[src/rtl/timebase_phase_meter_if.sv]
// Measurement-side bus of the timebase phase meter: control/sync inputs and result strobes.
interface timebase_phase_meter_if #(
    parameter int COUNTER_WIDTH = 16
);
    logic                     enable;
    logic                     ref_sync;
    logic                     local_sync;
    logic [COUNTER_WIDTH-1:0] max_delay;
    logic [COUNTER_WIDTH-1:0] delay_out;
    logic                     delay_valid;
    logic                     timeout;

    modport master (
        output enable, ref_sync, local_sync, max_delay,
        input  delay_out, delay_valid, timeout
    );

    modport slave (
        input  enable, ref_sync, local_sync, max_delay,
        output delay_out, delay_valid, timeout
    );
endinterface

[src/rtl/timebase_phase_meter.sv]
// Cycle-count phase offset between ref_sync and local_sync, in timebase-shifter delay units.
// Optional macro TIMEBASE_PHASE_METER_AVERAGE_EN reports the mean of every 4 valid measurements.
module timebase_phase_meter #(
    parameter int COUNTER_WIDTH = 16
) (
    input  logic                    clockIn,
    input  logic                    reset,
    timebase_phase_meter_if.slave   bus
);
    typedef enum logic {IDLE, COUNTING} state_t;

    state_t                   state_q, state_d;
    logic [COUNTER_WIDTH-1:0] count_q, count_d;
    logic [COUNTER_WIDTH-1:0] delay_q, delay_d;
    logic                     valid_q, valid_d;
    logic                     timeout_q, timeout_d;

    // One valid measurement this cycle, and whether the averaging window must be dropped.
    logic                     meas_hit;
    logic [COUNTER_WIDTH-1:0] meas_val;
    logic                     abort;

    always_comb begin
        state_d   = state_q;
        count_d   = count_q;
        timeout_d = 1'b0;
        meas_hit  = 1'b0;
        meas_val  = '0;
        abort     = 1'b0;
        if (!bus.enable) begin
            state_d = IDLE;
            count_d = '0;
            abort   = 1'b1;
        end else begin
            case (state_q)
                IDLE: begin
                    if (bus.ref_sync && bus.local_sync) begin
                        meas_hit = 1'b1;
                    end else if (bus.ref_sync) begin
                        state_d = COUNTING;
                        count_d = COUNTER_WIDTH'(1);
                    end
                end
                COUNTING: begin
                    if (bus.local_sync) begin
                        meas_hit = 1'b1;
                        meas_val = count_q;
                        if (bus.ref_sync) begin
                            count_d = COUNTER_WIDTH'(1);
                        end else begin
                            state_d = IDLE;
                            count_d = '0;
                        end
                    end else if (bus.ref_sync) begin
                        count_d = COUNTER_WIDTH'(1);
                    end else if (count_q >= bus.max_delay) begin
                        // >= so max_delay==0, or a limit lowered mid-count, still expires
                        timeout_d = 1'b1;
                        state_d   = IDLE;
                        count_d   = '0;
                        abort     = 1'b1;
                    end else begin
                        count_d = count_q + COUNTER_WIDTH'(1);
                    end
                end
                default: begin
                    state_d = IDLE;
                    count_d = '0;
                end
            endcase
        end
    end

`ifdef TIMEBASE_PHASE_METER_AVERAGE_EN
    logic [COUNTER_WIDTH+1:0] sum_q, sum_d;
    logic [1:0]               nsamp_q, nsamp_d;
    logic [COUNTER_WIDTH+1:0] sum_next;

    always_comb begin
        sum_next = sum_q + {2'b00, meas_val};
        sum_d    = sum_q;
        nsamp_d  = nsamp_q;
        delay_d  = delay_q;
        valid_d  = 1'b0;
        if (abort) begin
            sum_d   = '0;
            nsamp_d = '0;
        end else if (meas_hit) begin
            if (nsamp_q == 2'd3) begin
                delay_d = sum_next[COUNTER_WIDTH+1:2];
                valid_d = 1'b1;
                sum_d   = '0;
                nsamp_d = '0;
            end else begin
                sum_d   = sum_next;
                nsamp_d = nsamp_q + 2'd1;
            end
        end
    end

    always_ff @(posedge clockIn) begin
        if (!reset) begin
            sum_q   <= '0;
            nsamp_q <= '0;
        end else begin
            sum_q   <= sum_d;
            nsamp_q <= nsamp_d;
        end
    end
`else
    always_comb begin
        delay_d = delay_q;
        valid_d = 1'b0;
        if (meas_hit) begin
            delay_d = meas_val;
            valid_d = 1'b1;
        end
    end
`endif

    always_ff @(posedge clockIn) begin
        if (!reset) begin
            state_q   <= IDLE;
            count_q   <= '0;
            delay_q   <= '0;
            valid_q   <= 1'b0;
            timeout_q <= 1'b0;
        end else begin
            state_q   <= state_d;
            count_q   <= count_d;
            delay_q   <= delay_d;
            valid_q   <= valid_d;
            timeout_q <= timeout_d;
        end
    end

    assign bus.delay_out   = delay_q;
    assign bus.delay_valid = valid_q;
    assign bus.timeout     = timeout_q;
endmodule

[src/flat_wrapper.sv]
// flat-port wrapper written by rule: the top's interface ports become plain ports
module timebase_phase_meter_flat 
#(
    parameter int COUNTER_WIDTH = 16
)
  (clockIn, reset, bus_enable, bus_ref_sync, bus_local_sync, bus_max_delay, bus_delay_out, bus_delay_valid, bus_timeout);
  timebase_phase_meter_if #(.COUNTER_WIDTH(COUNTER_WIDTH)) bus_i ();
  input  logic clockIn;
  input  logic reset;
  input wire logic [$bits(bus_i.enable)-1:0] bus_enable;
  input wire logic [$bits(bus_i.ref_sync)-1:0] bus_ref_sync;
  input wire logic [$bits(bus_i.local_sync)-1:0] bus_local_sync;
  input wire logic [$bits(bus_i.max_delay)-1:0] bus_max_delay;
  output wire logic [$bits(bus_i.delay_out)-1:0] bus_delay_out;
  output wire logic [$bits(bus_i.delay_valid)-1:0] bus_delay_valid;
  output wire logic [$bits(bus_i.timeout)-1:0] bus_timeout;
  assign bus_i.enable = bus_enable;
  assign bus_i.ref_sync = bus_ref_sync;
  assign bus_i.local_sync = bus_local_sync;
  assign bus_i.max_delay = bus_max_delay;
  assign bus_delay_out = bus_i.delay_out;
  assign bus_delay_valid = bus_i.delay_valid;
  assign bus_timeout = bus_i.timeout;
  timebase_phase_meter #(.COUNTER_WIDTH(COUNTER_WIDTH)) u_core (.clockIn(clockIn), .reset(reset), .bus(bus_i));
endmodule
[config.mk]
export PLATFORM = sky130hd
export DESIGN_NAME = timebase_phase_meter_flat
export DESIGN_NICKNAME = d
export VERILOG_FILES = /design/src/rtl/timebase_phase_meter_if.sv /design/src/rtl/timebase_phase_meter.sv /design/src/flat_wrapper.sv
export SDC_FILE = /design/constraint.sdc
export NUM_CORES = 1
export LEC_CHECK = 0
export CAP_MARGIN = 20
export CELL_PAD_IN_SITES_DETAIL_PLACEMENT = 0
export CELL_PAD_IN_SITES_GLOBAL_PLACEMENT = 1
export CORE_MARGIN = 4
export CORE_UTILIZATION = 37
export DETAILED_ROUTE_END_ITERATION = 7
export PLACE_DENSITY = 0.79
export SLEW_MARGIN = 20
export SYNTH_ARGS = -nofsm -noshare
export SYNTH_HDL_FRONTEND = slang
export SYNTH_SLANG_ARGS = --single-unit
[constraint.sdc]
create_clock -name clockIn -period 3.3 [get_ports clockIn]
set_input_delay 0.99 -clock clockIn [delete_from_list [all_inputs] [get_ports clockIn]]
set_output_delay 0.99 -clock clockIn [all_outputs]
set_load 0.02 [all_outputs]
==> metrics.sh, run 1 <==
YS_ASYNC_SR_FRACTION=0
VIAS=1588
CTS_NUM_SINKS=35
SYNTH-EDFF-COUNT=0
GRT_PASS1_WL_MM=7.05
SETUP_TNS_PS=0
FINAL_MIN_PERIOD_OVER_CLOCK_PERIOD=0.943
POSTSYNTHREGISTERBITS=35
MAPPEDNETLISTNETS=244
POWER.IR.VDD_WORST_uV=176
TIMING.MAX_SLEW.REL_SLACK=0.518
MULTI_INPUT_GATE_AREA_IN_THE_FINAL_LAYOUT_MM2=0.00102
CTS_MADE_BUFFERS=5
GR-MAX-USAGE-LAYER='met2'
FINAL-HOLD-VIOLATION-COUNT=0
STATUS='complete, no violations'
ROUTED_VIA_COUNT_DIVIDED_BY_CELL_COUNT=4.92
WORSTSETUPPATHTYPE='input port to register'
WORST_SETUP_PATH_START_KIND='input port'
GRT_START_MAX_NET_PINS=17
PWR_DENSITY_mW_PER_MM2=364
DRT-PASS1-ITER-COUNT=4
ROUTE.DETAILED.WL_PER_INST_UM=12.7
INITIALDRTVIOLATIONCOUNT=102
MIN-DELAY-PATH-CLASS='register to register'
YOSYSTOPAREACELLSHARE=0.389
DESIGN_POWER_TOTAL_uW=892
CLOCK_LATENCY_ON_THE_WORST_SKEW_PAIR_PS=280
SYNTH.CELLS.MOST_FREQUENT='35 x dfxtp_1, 21 x nand2_1, 20 x inv_1'
PORTBUFFERS=38
DIE_HEIGHT_UM=77.8
FINAL-SETUP-VIOL-COUNT=0
DETAILED_PLACE.AREA_MM2=0.00231
CRIT_PATH_ARRIVAL_TIME_PS=3330
SLEW_VIOL_FINAL=0
R2R_SLACK_PS=970
FLOORPLAN.INITIALDENSITY=0.381
POST_SYNTH_INST_COUNT=206
FINAL.FILL_COUNT=481
MAXCLOCKFREQUENCY_GHz=0.321
MIN_PERIOD_PS=3110
CTS.HOLD.BUFFERS_ADDED=0
DETAIL_ROUTE.DRC_VIOLATIONS=0
UTILIZATION=0.518
RSZ_0062_RAISED_AFTER_GLOBAL_ROUTING='no'
CTSROOTBUFFERMASTER='clkbuf_8'
FIRST_GLOBAL_VIAS=1453
PLACED_CELLS=315
ANTENNA_FOUND_INITIAL=0
DOMINANTREGCELLSYNTH='dfxtp_1'
DRT_WL_TOTAL_MM=4.11
SYNTHESIS.YOSYS.WARNINGS=0
FINAL_LAYOUT_SIZE_SUFFIX_GT1_FRAC=0.0898
ROUTE.ANTENNA.REMAINING_NETS=0
CTS_MAX_LEVEL=2
NETLIST.TOP_CELL.BY_AREA='dfxtp_1'
CHIPWIDTH_UM=77.8
CORE.ROWCOUNT=25
CTS_POST_SETUP_BUFFERS_INSERTED=0
WORST_SETUP_PATH_END_KIND='register'
FINAL-SEQ-AREA_UM2=701
GRT-OVFL-TOTAL=0
DRV_CAP=0
LEAKAGEPOWER_nW=1.03
SYNTH.DISTINCT_CELLS=34
YOSYSMOSTFREQUENTCELL='dfxtp_1'
HPWLAFTERDP_MM=3.10
TRACK_USAGE=0.144
CRITICAL_PATH_PEAK_FANOUT=7
N_ANTENNA_CELL=0
LAYOUT.CELL_AREA.NON_FILLER_MM2=0.00245
PLACEABLECOREAREA_MM2=0.00472
SYNTH.AREA.TOP_CELLS='dfxtp_1 39%, ha_1 12%, a22o_1 8.3%, nand2_1 4.4%, inv_1 4.2%'
GRTUSAGEMET3=0.0360
DIE_OUTLINE_AREA_MM2=0.00605
GRT_USE_MET2=0.223
MAX_SLEW.WORST_PIN.SLEW_PS=718
CTS_TREE='done'
PLACE.GP.CONGESTION=0.839
FINISHED_LAYOUT_CELLS=323
WORST_EP_REQUIRED_TIME_PS=3520
AREA_GROWTH_SYN_TO_LAYOUT_PCT=36.0
GRT_USE_MET1=0.192
CTSLONGESTPATHBUFFERS=2
SYNTHESIS.AREA_PER_INSTANCE_UM2=8.74
FINAL_NETS=293
BOUNDARYPINS=39
SEQ_AREA_FRAC_SYNTH=0.389
SYNTH.CELL_AREA_MM2=0.00180
FINALCLOCKSKEW_PS=2.46
CLK_PIN_SLEW_PS=70
-- layout make-up --
class                      instances  share of cell area
inverter                          20              0.0307
multi-input combinational        145               0.415
timing repair buffer              48               0.186
clock buffer                       6              0.0337
clock inverter                     2              0.0143
tap                               67              0.0342
sequential                        35               0.286
-- stage by stage --
| stage | hold WS, ps | setup WS (ps) |
|---|---|---|
| floorplan | 479 | 249 |
| CTS | 484 | 53.4 |
| detailed placement | 466 | -340 |
| global placement | 461 | -279 |
| finish | 478 | 188 |
| global route | 497 | 29.2 |
-- metal layers --
layer,vias to the layer above,share of wire,wire (um)
li1,831,-,-
met1,723,0.49,2030
met2,30,0.45,1850
met3,4,0.044,182
met4,0,0.012,51
met5,-,0,0
-- power by group --
group	leakage, nW	internal (mW)	switching, mW
sequential	0.282	0.424	0.00216
combinational	0.690	0.0383	0.0294
clock	0.0612	0.244	0.154
-- worst max-delay path, cell delays in order --
cell             delay, ps
clkdlybuf4s50_1        450
inv_1                   40
ha_1                   290
a211o_1                320
a2111o_1               380
nor4_2                 220
nand3_2                200
or3_1                  380
o21ai_0                 70
-- cell usage in the layout (no fill, tap or decap), drive strengths merged, types with 2 or more instances in the layout --
| cell type | netlist | final |
|---|---|---|
| xnor2 | 3 | 3 |
| nand4 | 5 | 5 |
| and2 | 2 | 2 |
| buf | 1 | 10 |
| dfxtp | 35 | 35 |
| and3 | 3 | 3 |
| a21oi | 7 | 7 |
| xor2 | 5 | 5 |
| nor2b | 2 | 2 |
| ha | 17 | 17 |
| nand2 | 21 | 21 |
| inv | 20 | 20 |
| nor4 | 3 | 3 |
| clkdlybuf4s50 | 0 | 38 |
| nand3b | 2 | 2 |
| a22o | 17 | 17 |
| nor4b | 2 | 2 |
| nand3 | 6 | 6 |
| clkbuf | 5 | 6 |
| nand2b | 3 | 3 |
| or3 | 4 | 4 |
| nor3 | 3 | 3 |
| o21a | 3 | 3 |
| a21o | 4 | 4 |
| o21ai | 9 | 9 |
| nor2 | 15 | 15 |
-- logic make-up (layout without fill, tap and decap cells) --
kind of cell,count (synthesis),after routing,synth area share
buf+inv,26,76,0.0584
fa+ha+maj,17,17,0.118
simple gates,73,73,0.206
xor+xnor,8,8,0.0389
flops,35,35,0.389
compound gates,47,47,0.190
-- state kept, by name, summed over array words and instances (netlist names) --
register,flops
u_core.bus.delay_out,16
u_core.count_q,16
u_core.bus.delay_valid,1
u_core.bus.timeout,1
u_core.state_q,1
-- path summary, 6_finish.rpt --
kind | cells past startpoint | from | end
hold reg to reg | 1 | u_core.bus.delay_out[11] | u_core.bus.delay_out[11]
hold / removal | 1 | u_core.bus.delay_out[11] | u_core.bus.delay_out[11]
setup / recovery | 9 | bus_max_delay[13] | u_core.count_q[13]
setup reg to reg | 7 | u_core.count_q[13] | u_core.count_q[13]
-- what timing repair did --
action                                  4_1_cts  5_1_grt
pin swaps                                     0        3
endpoints found under the setup margin        3        7
gates resized for setup                       4        1
No activity file was read; power rests on OpenSTA's default activity.
==> run 2: changes to the inputs <==
- SKIP_LAST_GASP: unset -> 1
==> results of run 2 <==
No change in the layout: final DEF, timing and power equal those of run 1.
==> run 3: changes to the inputs <==
- CELL_PAD_IN_SITES_DETAIL_PLACEMENT: 0 -> 1
==> run 3 against run 2 <==
  * Clock skew decreased by 0.51 ps
  * Via count increased by 4.0%
  * Sequential share of layout area decreased by 0.058 points
  * Hold slack about the same
  * Clock power about the same
  * Sequential power about the same
==> metrics.sh, run 3 (same netlist as run 1, synthesis figures left out) <==
GRT_PASS1_WL_MM=8.19  # +16%
FIRST_GLOBAL_VIAS=1751  # +21%
HPWLAFTERDP_MM=3.58  # +15%
FINAL_LAYOUT_SIZE_SUFFIX_GT1_FRAC=0.0973  # +0.00743
R2R-END='u_core.count_q[13]'
TIMING.RR.START='u_core.count_q[13]'
CLK_PIN_SLEW_PS=70  # about the same
MIN-DELAY-PATH-CLASS='register to register'
HOLDPATHEND='u_core.bus.delay_out[8]'
TRACK_USAGE=0.169  # +0.0253
SETUP_TNS_PS=0  # unchanged
INITIALDRTVIOLATIONCOUNT=80  # -22%
DETAIL_ROUTE.DRC_VIOLATIONS=0  # unchanged
CRIT_PATH_ARRIVAL_TIME_PS=3360  # +30 ps
FINAL-SEQ-AREA_UM2=701  # unchanged
FLOORPLAN.INITIALDENSITY=0.381  # unchanged
FINAL.FILL_COUNT=556  # +16%
PORTBUFFERS=38  # unchanged
FINAL-HOLD-VIOLATION-COUNT=0  # unchanged
WORSTSETUPPATHTYPE='input port to register'
CTS_TREE='done'
STATUS='complete, no violations'
GRT_START_MAX_NET_PINS=17  # unchanged
GRT-OVFL-TOTAL=0  # unchanged
N_ANTENNA_CELL=0  # unchanged
FINAL-SETUP-VIOL-COUNT=0  # unchanged
PLACE.GP.CONGESTION=0.839  # unchanged
PWR_DENSITY_mW_PER_MM2=363  # -0.27%
TIMING.CRITICAL_PATH.CELLS='clkdlybuf4s50_1, inv_1, ha_1, a211o_1, a2111o_1, nor4_2, nand3_2, or3_1, o21ai_0'
ANTENNA_FOUND_INITIAL=0  # unchanged
BOUNDARYPINS=39  # unchanged
DRV_CAP=0  # unchanged
LEAKAGEPOWER_nW=1.03  # +0.18%
AREA_GROWTH_SYN_TO_LAYOUT_PCT=36.3
CLOCK_LATENCY_ON_THE_WORST_SKEW_PAIR_PS=290  # about the same
PLACEABLECOREAREA_MM2=0.00472  # unchanged
ROUTE.DETAILED.WL_PER_INST_UM=14.7  # +16%
WORSTPATHBUFFERINVERTERCOUNT=2  # unchanged
FINAL_MIN_PERIOD_OVER_CLOCK_PERIOD=0.948  # +0.00501
DIE_OUTLINE_AREA_MM2=0.00605  # unchanged
SLEW_VIOL_FINAL=0  # unchanged
DESIGN_POWER_TOTAL_uW=891  # about the same
POWER.IR.VDD_WORST_uV=151  # -14%
ROUTED_VIA_COUNT_DIVIDED_BY_CELL_COUNT=5.10  # +3.6%
DIE_HEIGHT_UM=77.8  # unchanged
WORST_EP_REQUIRED_TIME_PS=3530  # about the same
CTS_MADE_BUFFERS=5  # unchanged
WORST_SETUP_PATH_START_KIND='input port'
MOSTFREQUENTLAYOUTCELLS='38 x clkdlybuf4s50_1, 35 x dfxtp_1, 21 x nand2_1'
MAX_SLEW.WORST_PIN.SLEW_PS=728  # +9.83 ps
CTS_NUM_SINKS=35  # unchanged
WORST_SETUP_PATH_END_KIND='register'
MULTI_INPUT_GATE_AREA_IN_THE_FINAL_LAYOUT_MM2=0.00102  # +0.25%
CTSLONGESTPATHBUFFERS=2  # unchanged
FINALCLOCKSKEW_PS=1.95  # -0.513 ps
MIN_PERIOD_PS=3130  # +16.5 ps
WORSTHOLDPATHCELLS=1  # unchanged
MAXCLOCKFREQUENCY_GHz=0.320  # -0.53%
CORE.ROWCOUNT=25  # unchanged
CRIT_PATH_TOP_DELAY_CELL='clkdlybuf4s50_1'
CP_TOP_FAMILY='simple AND/OR/NAND/NOR gates'
HOLDCRITSTARTPOINT='u_core.bus.delay_out[8]'
CRIT_PATH_MAX_INCR_DELAY_PS=450  # about the same
VIAS=1651  # +4.0%
TIMING.MAX_SLEW.REL_SLACK=0.511  # -0.00661
R2R_SLACK_PS=940  # -30 ps
CTS_MAX_LEVEL=2  # unchanged
DRT_WL_TOTAL_MM=4.77  # +16%
FINAL_NETS=294  # +0.34%
FINAL_COMMON_CELL='clkdlybuf4s50_1'
CRITICAL_PATH_PEAK_FANOUT=7  # unchanged
RR_WORST_DEPTH=7  # unchanged
CTSROOTBUFFERMASTER='clkbuf_8'
RSZ_0062_RAISED_AFTER_GLOBAL_ROUTING='yes'
CHIPWIDTH_UM=77.8  # unchanged
ROUTE.ANTENNA.REMAINING_NETS=0  # unchanged
DRT-PASS1-ITER-COUNT=4  # unchanged
==> run 3: cell types whose count changed in the layout (fill, tap and decap cells not counted), sizes merged <==
cell	before	now
clkbuf	6	5
buf	10	11
clkinv	1	2
==> run 3: where the power goes <==
group | leakage, nW | switching, mW | internal [mW]
Combinational | 0.695 | 0.0316 | 0.0391
Sequential | 0.282 | 0.00209 | 0.423
Clock | 0.0581 | 0.170 | 0.225
Total | 1.03 | 0.204 | 0.687
==> run 3: how the worst max path moves through the flow <==
stage                 startpoint                  to  slack [ps]  depth (start not counted)
2_1_floorplan  bus_max_delay[13]   u_core.count_q[4]         250                          9
3_3_place_gp   bus_max_delay[13]   u_core.count_q[4]        -280                         10
3_5_place_dp   bus_max_delay[13]   u_core.count_q[4]        -330                         10
4_1_cts        bus_max_delay[13]   u_core.count_q[7]          30                         10
5_1_grt        bus_max_delay[13]  u_core.count_q[13]          -6                          9
6_report       bus_max_delay[13]  u_core.count_q[13]         170                          9
==> run 3: cell type report <==
class	count	share of cell area
tap	67	0.0342
clock inverter	3	0.0178
inverter	20	0.0306
timing repair buffer	49	0.189
clock buffer	5	0.0280
sequential	35	0.286
multi-input combinational	145	0.415
==> run 3: per-stage QoR <==
stage	utilization	cells	setup WS, ps	hold slack (ps)	instance area, um2
floorplan	-	206	249	479	1800
global placement	0.489	315	-279	461	2310
detailed placement	0.489	315	-329	468	2310
CTS	0.515	323	34.2	485	2430
global route	0.519	324	-6.34	507	2450
finish	0.519	324	171	478	2450
==> run 3: what timing repair did <==
action,4_1_cts,5_1_grt
buffers inserted,0,1
hold endpoints to repair,0,0
pin swaps,0,2
resized for setup,3,3
hold buffers,0,0
endpoints found under the setup margin,7,13
==> run 3: worst register-to-register path, stage by stage (launching register included) <==
cell and delay [ps]:
dfxtp_1 440, ha_1 280, a211o_1 310, a2111o_1 380, nor4_2 220, nand3_2 200
or3_1 390, o21ai_0 70
==> run 3: layer usage <==
metal / part of all wire / GRT usage / wire, um
met2: 0.49 / 0.289 / 2330
met5: 0 / 0 / 0
met3: 0.036 / 0.0383 / 172
met4: 0.019 / 0.0765 / 89
met1: 0.46 / 0.200 / 2180
==> edit 1: new RTL, config.mk and constraints of run 1 <==
Build with the macro `TIMEBASE_PHASE_METER_AVERAGE_EN` defined.
--- a/src/rtl/timebase_phase_meter.sv
+++ b/src/rtl/timebase_phase_meter.sv
@@ -1,5 +1,7 @@
 // Cycle-count phase offset between ref_sync and local_sync, in timebase-shifter delay units.
 // Optional macro TIMEBASE_PHASE_METER_AVERAGE_EN reports the mean of every 4 valid measurements.
+`define TIMEBASE_PHASE_METER_AVERAGE_EN
+
 module timebase_phase_meter #(
     parameter int COUNTER_WIDTH = 16
 ) (
Formal check against the unedited RTL: not equivalent (a bounded check fails within 4 cycles, from zero or initial values and one cycle with reset low).
==> edit 1 against run 1 <==
  * Clock power increased by 33%
  * Power rose by 43%
  * Sequential power grew 56%
  * Area after synthesis is 99% higher
  * Routed wire length up 110%
  * Setup slack worse by 36 ps
  * Sequential cell count is 20 higher
  * Design area rose by 89%
  * Critical path type unchanged
==> edit 1: results (changes against run 1) <==
Placed design
  – RD Place Congestion: 0.865 (+3.0%)
  – Dpl cell area: 0.00443 mm² (+92%)

Logic synthesis
  – Cells after synthesis: 445 (+120%)
  – Top cells by area, synth: dfxtp_1, ha_1, nand2_1
  – Syn_nets: 501 (+110%)
  – Post-synth top cells: dfxtp_1, nand2_1, ha_1
  – Yosys cell types: 53 (+56%)
  – Sequential area share after synthesis: 30.7% (-8.2 points)

Routing
  – Routed wire length: 8580 µm (+110%)
  – Avg Vias per Cell: 5.13 (+4.3%)

GRT
  – Total track usage: 15.4% (+1.0 points)
  – Largest net degree at the start of global routing: 23 (+6)
  – Number of global-route vias before repair: 3110 (+110%)
  – M1 GR Usage: 20.6% (+1.4 points)
  – Met3 GRT Util: 2.25% (-1.3 points)
  – M2 GR Usage: 26.2% (+3.9 points)
  – Global-route wire length before repair: 14500 µm (+110%)

Outcome
  – Outcome: finished clean

Critical path
  – Max stage delay cell, worst path: fa_2
  – Worst R2R Start: u_core.state_q
  – Crit path DAT: 3360 ps (+30 ps)
  – Crit path to: u_core.sum_q[10]
  – CP max stage delay: 390 ps (-60 ps)
  – CP Launch Point: bus_enable
  – Worst r2r dst: u_core.sum_q[10]

Hold path
  – Hold_sp: u_core.bus.delay_out[10]

Timing
  – Slew margin rel.: 44.5% (-7.2 points)
  – Clock skew: 7.78 ps (+5.32 ps)
  – Fmax: 318 MHz (-1.2%)

Final layout
  – Fin nets: 578 (+97%)
  – Share of layout cells above drive strength 1: 14.9% (+5.9 points)
  – Post-route insts no fill: 652 (+100%)

Power and ir drop
  – P_leak: 1.93 nW (+87%)
  – Peak VDD IR: 169 µV (-3.8%)
==> edit 1: cell types whose count changed after synthesis, moves of 10 or more <==
cell | before | now
a22o_1 | 17 | 0
a22oi_1 | 0 | 10
dfxtp_1 | 35 | 55
a21oi_1 | 7 | 27
o21ai_0 | 9 | 26
nand2_1 | 21 | 49
nor2_1 | 15 | 32
nand3_1 | 6 | 25
a31oi_1 | 1 | 11
and2_1 | 2 | 19
ha_1 | 17 | 34
==> edit 1: timing repair <==
action                                  in CTS  in global routing
pin swaps                                   11                  5
setup buffers                                0                  0
endpoints found under the setup margin       8                  8
gates resized for setup                      7                 10
==> edit 1: cell type report <==
cell class / count / area (µm²)
Multi-Input combinational cell: 348 / 2380
Clock inverter: 3 / 67.6
Tap cell: 129 / 161
Inverter: 26 / 97.6
Timing Repair Buffer: 86 / 751
Clock buffer: 5 / 68.8
Fill cell: 933 / 4700
Sequential cell: 55 / 1100
==> edit 1: metal layers <==
| layer | share of wire, % | wire length, µm |
|---|---|---|
| met4 | 1.0 | 87 |
| met3 | 3.2 | 276 |
| met1 | 50 | 4280 |
| met2 | 46 | 3940 |
| met5 | 0 | 0 |
==> edit 1: cells by family after synthesis <==
logic type / share of synthesized area (%)
AO/OA/AOI/OAI: 23.8
multiplexers: 1.12
buffers and inverters: 4.81
adder cells (fa/ha/maj): 12.4
AND/OR/NAND/NOR: 22.3
XOR/XNOR: 4.88
flip-flops: 30.7
==> edit 1: power breakdown <==
part	internal [W]	switching [W]	leakage (nW)
sequential	0.000664	0.00000183	0.443
clock	0.000303	0.000226	0.0644
combinational	0.0000419	0.0000408	1.42
==> edit 1: worst min path at each step <==
stage | endpoint | cells past startpoint | slack, ps
after floorplan | u_core.nsamp_q[1] | 2 | 440
final | u_core.bus.delay_out[10] | 2 | 460
after global routing | u_core.bus.delay_out[10] | 2 | 480
after global placement | u_core.nsamp_q[1] | 2 | 450
after CTS | u_core.bus.delay_out[10] | 2 | 470
after detailed placement | u_core.bus.delay_out[10] | 2 | 460
==> edit 1: worst register-to-register path, cell delays in order, from the launching register on <==
cell      delay (ps)
dfxtp_1          390
and3_4           210
and2_1           160
ha_2             190
fa_2             390
a211oi_4         260
o21a_1           170
o21ai_2           80
a21o_1           190
a31o_2           250
a221oi_2         210
nor2_1            60
==> edit 1: per-stage QoR <==
step           setup slack, ps  hold WS [ps]
3_5_place_dp              -483           456
2_1_floorplan             28.0           440
5_1_grt                   15.0           485
4_1_cts                    136           470
3_3_place_gp              -418           447
6_report                   151           456
==> edit 2: new RTL, config.mk and constraints of run 1 <==
Made on the original files. `COUNTER_WIDTH` is set to 16 in 3 places; all go to 24.
--- a/src/rtl/timebase_phase_meter_if.sv
+++ b/src/rtl/timebase_phase_meter_if.sv
@@ -1,6 +1,6 @@
 // Measurement-side bus of the timebase phase meter: control/sync inputs and result strobes.
 interface timebase_phase_meter_if #(
-    parameter int COUNTER_WIDTH = 16
+    parameter int COUNTER_WIDTH = 24
 );
     logic                     enable;
     logic                     ref_sync;
--- a/src/rtl/timebase_phase_meter.sv
+++ b/src/rtl/timebase_phase_meter.sv
@@ -1,7 +1,7 @@
 // Cycle-count phase offset between ref_sync and local_sync, in timebase-shifter delay units.
 // Optional macro TIMEBASE_PHASE_METER_AVERAGE_EN reports the mean of every 4 valid measurements.
 module timebase_phase_meter #(
-    parameter int COUNTER_WIDTH = 16
+    parameter int COUNTER_WIDTH = 24
 ) (
     input  logic                    clockIn,
     input  logic                    reset,
--- a/src/flat_wrapper.sv
+++ b/src/flat_wrapper.sv
@@ -1,7 +1,7 @@
 // flat-port wrapper written by rule: the top's interface ports become plain ports
 module timebase_phase_meter_flat 
 #(
-    parameter int COUNTER_WIDTH = 16
+    parameter int COUNTER_WIDTH = 24
 )
   (clockIn, reset, bus_enable, bus_ref_sync, bus_local_sync, bus_max_delay, bus_delay_out, bus_delay_valid, bus_timeout);
   timebase_phase_meter_if #(.COUNTER_WIDTH(COUNTER_WIDTH)) bus_i ();
Ports: changed (resized bus_delay_out and bus_max_delay); port bits go from 39 to 55. No check against the original RTL was run, so the function may have changed too.
==> edit 2 against run 1 <==
  * Combinational power increased by 51%
  * Power increased by 32%
  * Die area increased by 48%
  * Area after synthesis increased by 54%
  * Routed wire length increased by 71%
  * Fmax decreased by 1.8%
  * Via count increased by 65%
  * Critical path type unchanged
  * Design area increased by 46%
  * Setup slack got worse by 57 ps
  * Register-to-register slack got worse by 270 ps
  * Worst hold slack improved by 36 ps
  * Cell count increased by 51%
  * Sequential cell count increased by 16
==> edit 2: results (changes against run 1) <==
Logic synthesis
  – Cells after synthesis: 327 (+59%)
  – Top cells by area, synth: dfxtp_1, ha_1, a22oi_1
  – Post-synth top cells: dfxtp_1, nor2_1, nand2_1
  – Yosys cell types: 48 (+41%)

Timing
  – Clock skew: 6.78 ps (+4.32 ps)
  – Fmax: 316 MHz (-1.8%)
  – Worst slew pin tran: 486 ps (-231 ps)

Critical path
  – Crit path to: u_core.count_q[14]
  – R2R depth: 8 (+1)
  – Worst R2R Start: u_core.count_q[0]
  – CP Launch Point: bus_max_delay[9]
  – Maximum fanout along the worst path: 20 (+13)

GRT
  – Global-route wire length before repair: 11500 µm (+64%)
  – Total track usage: 16.0% (+1.6 points)
  – Largest net degree at the start of global routing: 40 (+23)
  – Number of global-route vias before repair: 2426 (+67%)

Placed design
  – Setup WS pre-CTS: -216 ps (+123 ps)
  – RD Place Congestion: 0.827 (-1.5%)

Final layout
  – # fillers: 742 (+54%)
  – Share of layout cells above drive strength 1: 8.23% (-0.76 points)
  – Fin nets: 442 (+51%)

Clock tree
  – CTS-repair resized insts: 0 (-4)

Routing
  – Drt wl/cell: 14.4 µm (+13%)

Hold path
  – Hold depth: 2 (+1)

Outcome
  – Outcome: finished clean
edit 2: changes by cell type after synthesis, sizes merged, moves of 4 or more:
cell and change:
xor2 -5, a31oi +10, a21oi +13, inv +6, ha +8, a22oi +25, clkbuf +5, dfxtp +16
nand3 +4, nand2 +9, a22o -11, nor2 +26
edit 2: kinds of logic (layout without fill, tap and decap cells):
family                     after synthesis  count (layout)  synth area share (%)
adders and majority gates               25              25                  11.3
xor gates and xnor gates                 2               2                 0.631
muxes                                    3               3                  1.08
buffers and inverters                   41             102                  6.85
AOI/OAI and AO/OA                       92              93                  24.0
DFF                                     51              51                  36.8
and+or+nand+nor                        113             113                  19.4
edit 2: power groups by stage:
| stage | Combinational (W) | Sequential (W) | Clock, W |
|---|---|---|---|
| 3_5_place_dp | 0.000102 | 0.000633 | 0 |
| 2_1_floorplan | 0.0000429 | 0.000632 | 0 |
| 4_1_cts | 0.000102 | 0.000618 | 0.000465 |
| 3_3_place_gp | 0.000101 | 0.000633 | 0 |
| 6_report | 0.000102 | 0.000618 | 0.000458 |
| 5_1_grt | 0.000113 | 0.000619 | 0.000494 |
edit 2: area by class of cell:
cell class | count | area share [%]
tap | 99 | 3.46
clock inverter | 2 | 0.977
inverter | 27 | 2.83
clock buffer | 6 | 2.30
timing repair buffer | 67 | 17.8
multi-input combinational | 236 | 44.2
sequential | 51 | 28.5
edit 2: worst max-delay path: cells and delay by family:
family / cells / cell delay, ps
buffers and inverters: 2 / 510
adder cells (fa/ha/maj): 1 / 320
AO/OA/AOI/OAI: 6 / 1570
edit 2: metal layers:
layer	global-route usage (%)	wire length (µm)	up-vias
li1	-	-	1303
met1	21.8	3170	1241
met2	26.4	3400	70
met3	2.63	411	6
met4	3.61	64	0
met5	0	0	-
